## src/rtl/sort_stat_unit.sv

```systemverilog
`default_nettype none
// +--------------------------------------------------------------------------+
// | sort_stat_unit: buffers an N-value burst, checks non-decreasing order and |
// | emits sum, min, max, median serially.              Revision: 1.0         |
// +--------------------------------------------------------------------------+
module sort_stat_unit #(
  parameter int N  = 8,
  parameter int DW = 6,
  parameter int OW = 9
) (
  input  logic          clk,
  input  logic          rst_n,
  input  logic          in_valid,
  input  logic [DW-1:0] in,
  output logic          out_valid,
  output logic [OW-1:0] out,
  output logic          order_err
);

  localparam int CW = $clog2(N + 1);
  localparam int IW = $clog2(N);
  localparam logic [CW-1:0] C_LAST = CW'(N - 1);

  localparam logic [1:0] S_IDLE    = 2'd0;
  localparam logic [1:0] S_COLLECT = 2'd1;
  localparam logic [1:0] S_EMIT    = 2'd2;

  logic [1:0]    r_state, w_state_nxt;
  logic [CW-1:0] r_count;
  logic [DW-1:0] r_buf [N];
  logic [DW-1:0] r_prev;
  logic [OW-1:0] r_sum;
  logic          r_viol;
  logic [1:0]    r_phase;

  logic          w_start, w_take, w_last, w_viol_nxt;
  logic [OW-1:0] w_sum_nxt;
  logic [DW-1:0] w_min, w_max;
  logic [DW:0]   w_mid_sum;
  logic          w_valid_nxt, w_err_nxt;
  logic [OW-1:0] w_out_nxt;

  assign w_start    = (r_state == S_IDLE) && in_valid;
  assign w_take     = (r_state == S_COLLECT) && in_valid;
  assign w_last     = w_take && (r_count == C_LAST);
  assign w_sum_nxt  = r_sum + OW'(in);
  assign w_viol_nxt = r_viol | (in < r_prev);
  assign w_mid_sum  = {1'b0, r_buf[N/2-1]} + {1'b0, r_buf[N/2]};

  // Min/max scan over the full buffer; only consumed once the burst is complete.
  always_comb begin
    w_min = r_buf[0];
    w_max = r_buf[0];
    for (int i = 1; i < N; i++) begin
      if (r_buf[i] < w_min) w_min = r_buf[i];
      if (r_buf[i] > w_max) w_max = r_buf[i];
    end
  end

  always_ff @(posedge clk or negedge rst_n) begin
    if (!rst_n) r_state <= S_IDLE;
    else        r_state <= w_state_nxt;
  end

  always_comb begin
    w_state_nxt = r_state;
    case (r_state)
      S_IDLE:    if (in_valid) w_state_nxt = S_COLLECT;
      S_COLLECT: begin
        if (!in_valid)             w_state_nxt = S_IDLE;
        else if (r_count == C_LAST) w_state_nxt = S_EMIT;
      end
      S_EMIT:    if (r_phase == 2'd3) w_state_nxt = S_IDLE;
      default:   w_state_nxt = S_IDLE;
    endcase
  end

  // Next registered output: the sum is launched on the edge that captures the
  // last value, each later EMIT phase launches the following statistic.
  always_comb begin
    w_valid_nxt = 1'b0;
    w_out_nxt   = '0;
    w_err_nxt   = 1'b0;
    if (w_last) begin
      w_valid_nxt = 1'b1;
      w_out_nxt   = w_sum_nxt;
      w_err_nxt   = w_viol_nxt;
    end else if ((r_state == S_EMIT) && (r_phase != 2'd3)) begin
      w_valid_nxt = 1'b1;
      w_err_nxt   = r_viol;
      case (r_phase)
        2'd0:    w_out_nxt = OW'(w_min);
        2'd1:    w_out_nxt = OW'(w_max);
        default: w_out_nxt = OW'(w_mid_sum[DW:1]);
      endcase
    end
  end

  always_ff @(posedge clk or negedge rst_n) begin
    if (!rst_n) begin
      out_valid <= 1'b0;
      out       <= '0;
      order_err <= 1'b0;
      r_count   <= '0;
      r_prev    <= '0;
      r_sum     <= '0;
      r_viol    <= 1'b0;
      r_phase   <= '0;
      for (int i = 0; i < N; i++) r_buf[i] <= '0;
    end else begin
      out_valid <= w_valid_nxt;
      out       <= w_out_nxt;
      order_err <= w_err_nxt;
      if (w_start) begin
        r_buf[0] <= in;
        r_count  <= CW'(1);
        r_prev   <= in;
        r_sum    <= OW'(in);
        r_viol   <= 1'b0;
        r_phase  <= '0;
      end else if (w_take) begin
        r_buf[r_count[IW-1:0]] <= in;
        r_count <= w_last ? '0 : r_count + CW'(1);
        r_prev  <= in;
        r_sum   <= w_sum_nxt;
        r_viol  <= w_viol_nxt;
      end else if (r_state == S_COLLECT) begin
        r_count <= '0;
      end
      if (r_state == S_EMIT) r_phase <= r_phase + 2'd1;
    end
  end

endmodule
`default_nettype wire

```

## config.mk

```make
export PLATFORM = sky130hd
export DESIGN_NAME = sort_stat_unit
export DESIGN_NICKNAME = d
export VERILOG_FILES = /design/src/rtl/sort_stat_unit.sv
export SDC_FILE = /design/constraint.sdc
export NUM_CORES = 1
export LEC_CHECK = 0
export CORE_ASPECT_RATIO = 0.6
export CORE_MARGIN = 2
export CORE_UTILIZATION = 55
export CTS_CLUSTER_SIZE = 14
export DETAILED_ROUTE_END_ITERATION = 6
export HOLD_SLACK_MARGIN = 0.05
export PLACE_DENSITY = 0.84
export SLEW_MARGIN = 0
export SYNTH_ARGS = -nofsm -noshare
export SYNTH_HDL_FRONTEND = slang
export SYNTH_SLANG_ARGS = --single-unit
```

## constraint.sdc

```tcl
create_clock -name clk -period 12.1 [get_ports clk]
set_input_delay 1.21 -clock clk [delete_from_list [all_inputs] [get_ports clk]]
set_output_delay 1.21 -clock clk [all_outputs]
set_load 0.1 [all_outputs]
```

==> flow_summary.json <==
{
  "period_minus_slack_ns": 11.64,
  "cp.required_ns": 12.34,
  "grt_max_degree": 84,
  "synth_cell_type_count": 92,
  "ys_async_sr_fraction": 1.000,
  "crit_type": "flop to flop",
  "wire_per_inst_um": 20.84,
  "io_pins": 20,
  "wl_um": 23260,
  "cts_tree": "yes",
  "drc": 18,
  "synthesis.nets": 994,
  "drt_iter0_markers": 830,
  "clk_pin_slew_ns": 0.07,
  "grt_pass1_vias": 6880,
  "ys_seq_elements": 83,
  "final_core_util": 0.6325,
  "postRouteAntennaNets": 0,
  "yosysSeqAreaShare": 0.2674,
  "numPortBuffers": 19,
  "maxCapViolCount": 0,
  "cts_max_path_buffers": 2,
  "r2r_start": "r_buf[45]",
  "die_h_um": 96.06,
  "synth_area_leaders": "dfrtp_1 27%, ha_1 13%, mux2_2 6.4%",
  "hold_class": "flop to flop",
  "startpoint_type": "flop",
  "die_x_um": 157.4,
  "tns_ns": 0,
  "grt_pass1_wl_um": 36550,
  "gp_congestion": 1.063,
  "viasPerCell": 6.659,
  "h-tree-depth": 3,
  "hpwl_um": 16750,
  "dieArea_mm2": 0.01512,
  "yosysWarnings": 0,
  "rrSetupSlack_ns": 0.46,
  "diodes": 0,
  "yosys.area.top_type_share": 0.2674,
  "antenna_found_initial": 0,
  "finalSetupViolations": 0,
  "syn-cell-area_mm2": 0.007769,
  "fp.coreArea_mm2": 0.01371,
  "violations": "design-rule violations",
  "cp_common_cell": "ha_1",
  "grt_util_all_layers": 0.3143,
  "worstReg2RegEnd": "out[0]",
  "ys.flop_type": "dfrtp_1",
  "max_slew_margin": 0.1234,
  "rsz0062_at_grt": "true",
  "fin_nets": 1010,
  "drive_above_1_share": 0.1418,
  "maxSlewViolCount": 0,
  "cts_sinks": 83,
  "worstRegToRegCells": 52,
  "dp_slack_ns": 0.01042,
  "avgSynthCellArea_um2": 8.603,
  "root_buffer": "clkbuf_16",
  "status": "complete, but fails checks",
  "start_util": 0.5667,
  "yosys.area.top_type": "dfrtp_1",
  "area_growth_syn_to_layout_pct": 11.61,
  "hold_buffers": 0,
  "synth_edf_count": 0,
  "crit_slowest_cell": "dfrtp_1",
  "cp-end-kind": "flop",
  "timing.fmax_mhz": 85.94,
  "timing.final.ws_setup_ns": 0.4637,
  "cp-endpoint": "out[0]",
  "cts-buffers-inserted": 9,
  "clock_latency_ns": 0.36,
  "final_hold_viol_count": 0,
  "critPathMaxStageDelay_ns": 0.47,
  "drtPass1Iterations": 7,
  "path_max_fanout": 13,
  "overflow": 0,
  "worstPathArrival_ns": 11.88,
  "vias": 7431,
  "crit_start": "r_buf[45]",
  "worstMarginPinSlew_ns": 1.312,
  "min_period_over_period": 0.9617,
  "rows": 33,
  "finalClockSkew_ns": 0.009184,
  "synth_cells": 903
}
[registers in the layout (all words and copies together), names as in the netlist]
| name | flops |
|---|---|
| out | 9 |
| r_viol | 1 |
| r_phase | 2 |
| r_sum | 9 |
| r_buf | 48 |
| r_count | 4 |
| out_valid | 1 |
| r_state | 2 |
| order_err | 1 |
| r_prev | 6 |
[per-layer routing]
layer  vias to the layer above  part of all wire  GRT usage
li1                       3365                 -          -
met1                      3513              0.46     0.4842
met2                       499              0.39     0.4185
met3                        52              0.14    0.09320
met4                         2             0.015    0.07652
met5                         -            0.0024    0.03061
[how the worst min path moves through the flow]
stage,cells after the start,endpoint,from
floorplan,2,r_prev[0],r_prev[0]
global placement,2,r_prev[0],r_prev[0]
detailed placement,2,r_prev[0],r_prev[0]
CTS,2,r_prev[0],r_prev[0]
global route,2,r_sum[5],r_sum[5]
finish,2,r_prev[0],r_prev[0]
[repair_timing]
action | CTS | global route
setup buffers | 0 | 13
gates resized for setup | 1 | 32
pin swaps | 0 | 5
endpoints found under the setup margin | 1 | 6
[placed cells by master, fill, tap and decap left out, types with 18 or more instances in the layout]
cell,Yosys,routed
mux2i_1,33,32
nor2_1,50,46
mux2_2,44,44
ha_1,80,80
a21oi_1,58,55
o21ai_0,77,73
dfrtp_1,83,83
a21o_1,25,25
nand3_1,21,20
buf_4,1,19
inv_1,81,81
clkdlybuf4s50_1,0,18
nand2_1,80,80
[cell usage after synthesis (7+ instances only)]
library cell and number:
mux2_2 44, nand2_1 80, nor3_1 14, o21ai_0 77, a211oi_1 9, ha_1 80
xnor2_1 14, a21oi_1 58, clkbuf_1 27, o21a_1 7, mux2i_1 33, a21o_1 25
nor2b_1 11, nand3_1 21, o211ai_1 7, inv_1 81, a22oi_1 7, nand2b_1 11
nand4_1 7, nor2_1 50, dfrtp_1 83, a31oi_1 10, and2_1 7
[worst max-delay path, delay by kind of cell, from the launching register on]
kind / cells / cell delay [ns]
flops: 1 / 0.47
fa+ha+maj: 7 / 2.16
compound gates: 25 / 5.40
buf+inv: 4 / 0.43
simple gates: 12 / 2.01
mux: 4 / 1.04
[area by class of cell]
| class | instances | area [um2] |
|---|---|---|
| multi-input combinational | 706 | 5389 |
| fill | 1122 | 5037 |
| sequential | 83 | 2077 |
| timing repair buffer | 37 | 322.8 |
| inverter | 82 | 307.8 |
| tap | 192 | 240.2 |
| clock buffer | 9 | 225.2 |
| clock inverter | 7 | 108.9 |
[cell families after synthesis]
kind of cell / synth area share
simple gates: 0.1450
xor+xnor: 0.02255
mux: 0.1063
flops: 0.2674
compound gates: 0.2641
buf+inv: 0.05685
fa+ha+maj: 0.1379
[metrics by stage]
| step | instances | cell area [um2] | hold WS, ns |
|---|---|---|---|
| floorplan | 903 | 7769 | 0.4471 |
| global placement | 1087 | 8100 | 0.4684 |
| detailed placement | 1087 | 8100 | 0.4675 |
| CTS | 1103 | 8437 | 0.4828 |
| global route | 1116 | 8671 | 0.5353 |
| finish | 1116 | 8671 | 0.4848 |
Power is not shown: default switching activity piles up to over one toggle a cycle in this logic, so the estimate is an artifact.
